[src/rtl/legv8_pkg.sv]
// Shared LEGv8 core constants: PC-function encodings, instruction size and the
// fetch state encodings used by the instruction fetch unit.
package legv8_pkg;

    localparam logic [1:0] PS_HOLD   = 2'b00;
    localparam logic [1:0] PS_INC    = 2'b01;
    localparam logic [1:0] PS_LOAD   = 2'b10;
    localparam logic [1:0] PS_BRANCH = 2'b11;

    localparam logic [63:0] INSTR_BYTES = 64'd4;

    // A single state bit, so the WAIT encoding can drive imem_req directly.
    typedef enum logic {
        FETCH_IDLE = 1'b0,
        FETCH_WAIT = 1'b1
    } fetch_state_t;

endpackage

[src/rtl/instruction_fetch_unit_if.sv]
// Instruction-memory read channel between the fetch unit (master) and the
// instruction memory (slave).
interface instruction_fetch_unit_if;

    logic        imem_req;
    logic [63:0] imem_addr;
    logic [31:0] imem_rdata;
    logic        imem_ack;

    modport master (output imem_req, imem_addr, input  imem_rdata, imem_ack);
    modport slave  (input  imem_req, imem_addr, output imem_rdata, imem_ack);

endinterface

[src/rtl/pc_next_logic.sv]
// Combinational next-PC computation: hold, increment, absolute load with
// alignment check, and branch relative to the address of the current instruction.
module pc_next_logic
    import legv8_pkg::*;
(
    input  logic [1:0]  ps,
    input  logic [63:0] pc,
    input  logic [63:0] ir_pc,
    input  logic [63:0] pc_in,
    output logic [63:0] pc_next,
    output logic        misalign_set
);

    // NOTE: every output gets a default before the case, so no path can infer a latch.
    always_comb begin
        pc_next      = pc;
        misalign_set = 1'b0;
        case (ps)
            PS_INC:    pc_next = pc + INSTR_BYTES;
            PS_LOAD: begin
                pc_next      = {pc_in[63:2], 2'b00};
                misalign_set = |pc_in[1:0];
            end
            // Upper two offset bits fall off the shift; the add wraps modulo 2^64.
            PS_BRANCH: pc_next = ir_pc + (pc_in << 2);
            default:   pc_next = pc;
        endcase
    end

endmodule

[src/rtl/instruction_fetch_unit.sv]
// LEGv8 multicycle PC / instruction register: sequences PC updates and issues
// variable-latency instruction-memory reads that land in I.
module instruction_fetch_unit
    import legv8_pkg::*;
#(
    parameter logic [63:0] PC_RESET = 64'h0
)(
    input  logic                      clock,
    input  logic                      reset,
    input  logic [1:0]                PS,
    input  logic                      PCsel,
    input  logic                      IL,
    input  logic [63:0]               constant,
    input  logic [63:0]               reg_a,
    output logic [31:0]               I,
    output logic [63:0]               PC,
    output logic                      fetch_busy,
    output logic                      misalign,
    instruction_fetch_unit_if.master  imem
);

    fetch_state_t state, state_next;
    logic [63:0]  ir_pc;
    logic [63:0]  pc_in;
    logic [63:0]  pc_next;
    logic [1:0]   ps_pend;
    logic [1:0]   ps_eff;
    logic         misalign_set;
    logic         capture_ps;
    logic         load_ir;

    assign pc_in = PCsel ? constant : reg_a;

    always_ff @(posedge clock or negedge reset) begin
        if (!reset) state <= FETCH_IDLE;
        else        state <= state_next;
    end

    // Control inputs only act in IDLE; a completing fetch applies the pending PS,
    // where anything but hold is treated as an increment.
    always_comb begin
        state_next = state;
        ps_eff     = PS_HOLD;
        capture_ps = 1'b0;
        load_ir    = 1'b0;
        case (state)
            FETCH_IDLE: begin
                if (IL) begin
                    state_next = FETCH_WAIT;
                    capture_ps = 1'b1;
                end else begin
                    ps_eff = PS;
                end
            end
            FETCH_WAIT: begin
                if (imem.imem_ack) begin
                    state_next = FETCH_IDLE;
                    load_ir    = 1'b1;
                    ps_eff     = (ps_pend == PS_HOLD) ? PS_HOLD : PS_INC;
                end
            end
            default: state_next = FETCH_IDLE;
        endcase
    end

    pc_next_logic u_pc_next (
        .ps           (ps_eff),
        .pc           (PC),
        .ir_pc        (ir_pc),
        .pc_in        (pc_in),
        .pc_next      (pc_next),
        .misalign_set (misalign_set)
    );

    // NOTE: state registers use non-blocking assignments so every flop samples pre-edge values.
    always_ff @(posedge clock or negedge reset) begin
        if (!reset) begin
            PC       <= PC_RESET;
            ir_pc    <= PC_RESET;
            I        <= 32'h0;
            misalign <= 1'b0;
            ps_pend  <= PS_HOLD;
        end else begin
            PC <= pc_next;
            if (misalign_set) misalign <= 1'b1;
            if (capture_ps)   ps_pend  <= PS;
            if (load_ir) begin
                I     <= imem.imem_rdata;
                ir_pc <= PC;
            end
        end
    end

    assign fetch_busy     = (state == FETCH_WAIT);
    assign imem.imem_req  = fetch_busy;
    assign imem.imem_addr = PC;

endmodule

[src/flat_wrapper.sv]
// flat-port wrapper written by rule: the top's interface ports become plain ports
module instruction_fetch_unit_flat import legv8_pkg::*;
#(
    parameter logic [63:0] PC_RESET = 64'h0
)
  (clock, reset, PS, PCsel, IL, constant, reg_a, I, PC, fetch_busy, misalign, imem_imem_req, imem_imem_addr, imem_imem_rdata, imem_imem_ack);
  instruction_fetch_unit_if imem_i ();
  input  logic clock;
  input  logic reset;
  input  logic [1:0] PS;
  input  logic PCsel;
  input  logic IL;
  input  logic [63:0] constant;
  input  logic [63:0] reg_a;
  output logic [31:0] I;
  output logic [63:0] PC;
  output logic fetch_busy;
  output logic misalign;
  output wire logic [$bits(imem_i.imem_req)-1:0] imem_imem_req;
  output wire logic [$bits(imem_i.imem_addr)-1:0] imem_imem_addr;
  input wire logic [$bits(imem_i.imem_rdata)-1:0] imem_imem_rdata;
  input wire logic [$bits(imem_i.imem_ack)-1:0] imem_imem_ack;
  assign imem_imem_req = imem_i.imem_req;
  assign imem_imem_addr = imem_i.imem_addr;
  assign imem_i.imem_rdata = imem_imem_rdata;
  assign imem_i.imem_ack = imem_imem_ack;
  instruction_fetch_unit #(.PC_RESET(PC_RESET)) u_core (.clock(clock), .reset(reset), .PS(PS), .PCsel(PCsel), .IL(IL), .constant(constant), .reg_a(reg_a), .I(I), .PC(PC), .fetch_busy(fetch_busy), .misalign(misalign), .imem(imem_i));
endmodule
[config.mk]
export PLATFORM = sky130hd
export DESIGN_NAME = instruction_fetch_unit_flat
export DESIGN_NICKNAME = d
export VERILOG_FILES = /design/src/rtl/legv8_pkg.sv /design/src/rtl/instruction_fetch_unit_if.sv /design/src/rtl/pc_next_logic.sv /design/src/rtl/instruction_fetch_unit.sv /design/src/flat_wrapper.sv
export SDC_FILE = /design/constraint.sdc
export NUM_CORES = 1
export LEC_CHECK = 0
export BUFFER_PORTS_ARGS = -buffer_cell sky130_fd_sc_hd__buf_2
export CAP_MARGIN = 5
export CORE_ASPECT_RATIO = 2
export CORE_MARGIN = 10
export CORE_UTILIZATION = 45
export DETAILED_ROUTE_END_ITERATION = 8
export PLACE_DENSITY = 0.69
export SYNTH_ARGS = -nofsm -noshare
export SYNTH_HDL_FRONTEND = slang
export SYNTH_SLANG_ARGS = --single-unit
[constraint.sdc]
create_clock -name clock -period 3.14 [get_ports clock]
set_input_delay 0.628 -clock clock [delete_from_list [all_inputs] [get_ports clock]]
set_output_delay 0.628 -clock clock [all_outputs]
set_load 0.02 [all_outputs]
Yosys cells after proc, flatten, opt, wreduce, memory -nomap -nowiden
Index checks and enable logic that the tools add are counted.
- register bits: 164
- bits of input ports: 167
- output and inout port bits: 163
- logic and storage cells: 28
- add/sub/neg operators: 2
- eq/ne operators: 3
- mux-type cells: 13
- bitwise gates (word level): 1
- reductions and logical operators: 3
- operator list (operator ; number):
    one-hot mux 64 bit (3 select lines) ; 1
    adder 64 x 3 -> 64 bit (second input constant) ; 1
    adder 64 bit ; 1
    2-to-1 mux 64 bit ; 1
    2-to-1 mux 1 bit ; 7
    equality test 2 bit (second input constant) ; 2
    2-to-1 mux 2 bit ; 2
    one-hot mux 2 bit (2 select lines) ; 1
    nonzero test 3 bit ; 1
    equality test 2 x 1 -> 1 bit (second input constant) ; 1
    logical NOT 2 bit ; 1
    one-hot mux 1 bit (2 select lines) ; 1
    OR reduction 2 bit ; 1
    inverter 1 bit ; 1

Depth between registers and ports, before layout
- depth in word-level cells: 6
- mapped depth: 16
- gate-level depth less buffers: 13

Modules after synthesis
Synthesis repeated with hierarchy kept, for this count alone.
- cells, all modules: 1362
- area total of the unflattened synthesis: 12824.8 um2
- modules (own cells, without submodules) (module ; instances ; cells an instance ; area an instance (um2) ; seq. area each (um2)):
    instruction_fetch_unit ; 1 ; 416 ; 6637.6 ; 4103.9
    pc_next_logic ; 1 ; 946 ; 6187.2 ; 0.0

Worst setup path before layout
Ideal clock, no wire load.
- path kind: input to register
- from: input port PCsel
- to: register u_core.PC[60]
- setup time: 0.126 ns
- arrival time: 4.199 ns
- required time: 3.014 ns
- setup slack: -1.184 ns
- stages on the path: 14
- buffers on the path: 4
- cell sequence: clkbuf_1 -> clkbuf_1 -> clkbuf_1 -> mux2_2 -> ha_1 -> buf_2 -> nand4_1 -> or4_1 -> or3_1 -> nand4_1 -> nand2_1 -> mux2_1 -> a221oi_1 -> nor2_1
- longest elaborated chain between the ends: 3
- ends and longest elaborated chain (element ; RTL line ; RTL):
    from (decl) ; flat_wrapper.sv:11 ; input logic PCsel;
    2-to-1 mux 64 bit * ; instruction_fetch_unit.sv:32 ; assign pc_in = PCsel ? constant : reg_a;
    adder 64 bit ; pc_next_logic.sv:25 ; PS_BRANCH: pc_next = ir_pc + (pc_in << 2);
    one-hot mux 64 bit (3 select lines) * ; pc_next_logic.sv:18 ; case (ps)
    to (signal assigned) ; instruction_fetch_unit.sv:84 ; PC <= pc_next;
    to (decl) ; instruction_fetch_unit.sv:16 ; output logic [63:0] PC,
Mark *: on every way between the ends. The rest lies on a longest branch, timed or not.
A chain may end at the register's enable or synchronous reset.

Worst setup path after layout
Ends and elaborated chain as after synthesis.

==> results.toml <==
[route]
vias_per_cell = 5.85
ant_nets = 0
drc = 0
dr.first_iter.drc_count = 993
drt-pass1-iter-count = 6
drt-wirelength-per-cell_um = 23.7
wirelength_um = 55100
vias = 13600

[placed_design]
dp_hpwl_um = 43200
finalWeightedCongestion = 1.03
post-place-ws_ns = -0.777
io_buffers = 329

[global_routing]
antenna_found_initial = 0
grtUsageTotal_pct = 29.2
grt_max_degree = 63
gr-total-overflow = 0
first_global_vias = 14700
grt_pass1_wl_um = 81700

[run_status]
status = "finished, violations left"
violations = "setup timing"

[final_layout]
drive_gt1_share_pct = 49.5
fin_nets = 2180
n_antenna_cell = 0
syn2layout_area_growth_pct = 42.3
fill_cells = 2340

[clock_network]
cts.sinks = 164
cts_tree = "built"
cts_buffers = 17
clockBufferDepth = 2
htreeDepth = 4
insertion_delay_ns = 0.47
clkTransAtPathRegs_ns = 0.07
cts_hold_buffers = 0
root_buffer = "clkbuf_16"

[yosys]
synth_area_mm2 = 0.0128
yosys_warnings = 0
syn-num-nets = 1672
seq_area_frac_synth_pct = 32.0
synth_most_common_cell = "dfrtp_1"
ys_ff_latch = 164
async_flop_share_pct = 100
ys_types = 71
synthTopCellsByCount = "164 x dfrtp_1, 155 x mux2_2, 138 x nand2_1, 122 x a21oi_1, 89 x nor2_1"
synth.area.top_cells = "dfrtp_1 32%, mux2_2 14%, ha_1 6.0%"
netlist_instances = 1442
yosys.area.top_type = "dfrtp_1"
yosysTopAreaCellShare_pct = 32.0
yosys_most_used_dff = "dfrtp_1"
syn_avg_cell_area_um2 = 8.90
synth_edf_count = 0

[timing]
setup_slack_ns = -0.0786
hold_viol_final = 0
tightest_slew_ns = 0.614
finalCriticalPeriod_ns = 3.22
post-route-period-util_pct = 103
maxSlewViolCount = 0
max_freq_ghz = 0.311
fin_worst_skew_ns = 0.0122
rsz0062_at_grt = "yes"
setup_violations = 7
relSlewSlack_pct = 59.0
hold_ws_ns = 0.128

[power]
vdd.ir_drop.worst_mv = 0.584
p_per_area_mw_per_mm2 = 1020
power_leakage_nw = 8.25

[die]
core_region_area_mm2 = 0.0282
die_w_um = 139
die_h_um = 259
start_util_pct = 45.5
die-area_mm2 = 0.0361
rows = 87
ioPinCount = 330

[setup_path]
worstSetupStartpointType = "input pin"
critPathMaxFanout = 8
path_class = "input pin to register"
cp.arrival_ns = 3.57
crit_path_end_kind = "register"
worst_ep_required_time_ns = 3.49

[run]
maxCapViolCount = 0

[min_path]
hold_class = "input pin to async pin"
==> cells in the final DEF, fill, tap and decap left out, types with 14 or more instances in the layout <==
cell	Yosys	routed
buf_2	13	327
buf_4	68	289
dfrtp_1	164	164
mux2_2	155	136
nand2_1	138	133
a21oi_1	122	104
nor2_1	89	86
xnor2_1	61	57
nand3_1	49	46
o21ai_0	63	43
nand4_1	39	39
xor2_1	39	39
ha_4	0	31
ha_1	62	29
inv_1	28	26
nor3_1	31	25
a21o_1	25	25
mux2_4	0	20
clkbuf_16	0	17
a21oi_2	1	16
a31oi_1	17	15
buf_12	0	14
==> flip-flops by register name (all words and copies together), names as in the netlist <==
signal	cells
u_core.I	32
u_core.PC	64
u_core.fetch_busy	1
u_core.ir_pc	64
u_core.misalign	1
u_core.ps_pend	2
==> report_power, final <==
group	leakage (nW)	switching, W	total [W]	internal [W]
logic	6.10	0.00673	0.0125	0.00573
clock network	0.269	0.000973	0.00209	0.00112
registers	1.88	0.00108	0.00405	0.00297
total	8.25	0.00879	0.0186	0.00981
==> worst paths after layout <==
path | cells past startpoint | end | slack, ns | start
min in group clock | 2 | u_core.I[0] | 0.39 | imem_imem_rdata[0]
worst min register to register | 1 | u_core.misalign | 0.45 | u_core.misalign
worst min-delay path | 1 | u_core.I[21] | 0.13 | reset
max in group asynchronous | 2 | u_core.ir_pc[61] | 2.12 | reset
worst max-delay path | 12 | u_core.PC[60] | -0.08 | PCsel
worst max register to register | 9 | u_core.PC[29] | 0.13 | u_core.fetch_busy
==> worst max-delay path, stage by stage <==
cell and delay (ns):
buf_16 0.13, buf_12 0.15, mux2_4 0.33, ha_4 0.27, nand4_1 0.21, or4_4 0.58, or3_4 0.41, nand4_1 0.11
nand2_2 0.09, mux2_4 0.32, a221oi_2 0.26, nor2_1 0.06
==> routing by layer <==
layer | global-route usage [%] | up-vias | share of wire [%]
li1 | - | 6169 | -
met1 | 24.7 | 6558 | 31
met2 | 55.5 | 598 | 55
met3 | 6.74 | 249 | 5.7
met4 | 24.5 | 0 | 8.9
met5 | 0 | - | 0
==> cells by family (layout without fill, tap and decap cells) <==
| group | after synthesis | in the layout | share of synthesized area, % |
|---|---|---|---|
| flops | 164 | 164 | 32.0 |
| mux | 169 | 169 | 14.7 |
| compound gates | 342 | 342 | 16.7 |
| fa+ha+maj | 63 | 63 | 6.20 |
| buf+inv | 175 | 696 | 7.25 |
| simple gates | 429 | 429 | 16.3 |
| xor+xnor | 100 | 100 | 6.83 |
==> through the flow <==
| stage | TNS (ns) | util [%] | instance area, um^2 | total power [W] | cells |
|---|---|---|---|---|---|
| after floorplan | -6.13 | - | 13400 | 0.0109 | 1442 |
| after global placement | -24.25 | 59.5 | 16800 | 0.0153 | 2264 |
| after detailed placement | -24.42 | 59.5 | 16800 | 0.0154 | 2264 |
| after CTS | -0.0464 | 63.7 | 17900 | 0.0181 | 2318 |
| after global routing | -2.13 | 64.7 | 18300 | 0.0196 | 2319 |
| final | -0.249 | 64.7 | 18300 | 0.0186 | 2319 |
==> repair_timing <==
item | in CTS | in global routing
resized for setup | 63 | 60
cloned | 2 | 0
endpoints found under the setup margin | 28 | 34
setup buffers | 20 | 1
pin swaps | 23 | 28
==> layout make-up <==
class	instances	area (um^2)	share of cell area, %
flip-flops and latches	164	4100	22.5
clock inverters	14	128	0.699
multi-input cells	1103	8830	48.4
clock buffers	18	439	2.41
repair buffers	636	4200	23.0
well taps	356	445	2.44
inverters	28	105	0.576
No activity file was read; power rests on OpenSTA's default activity.
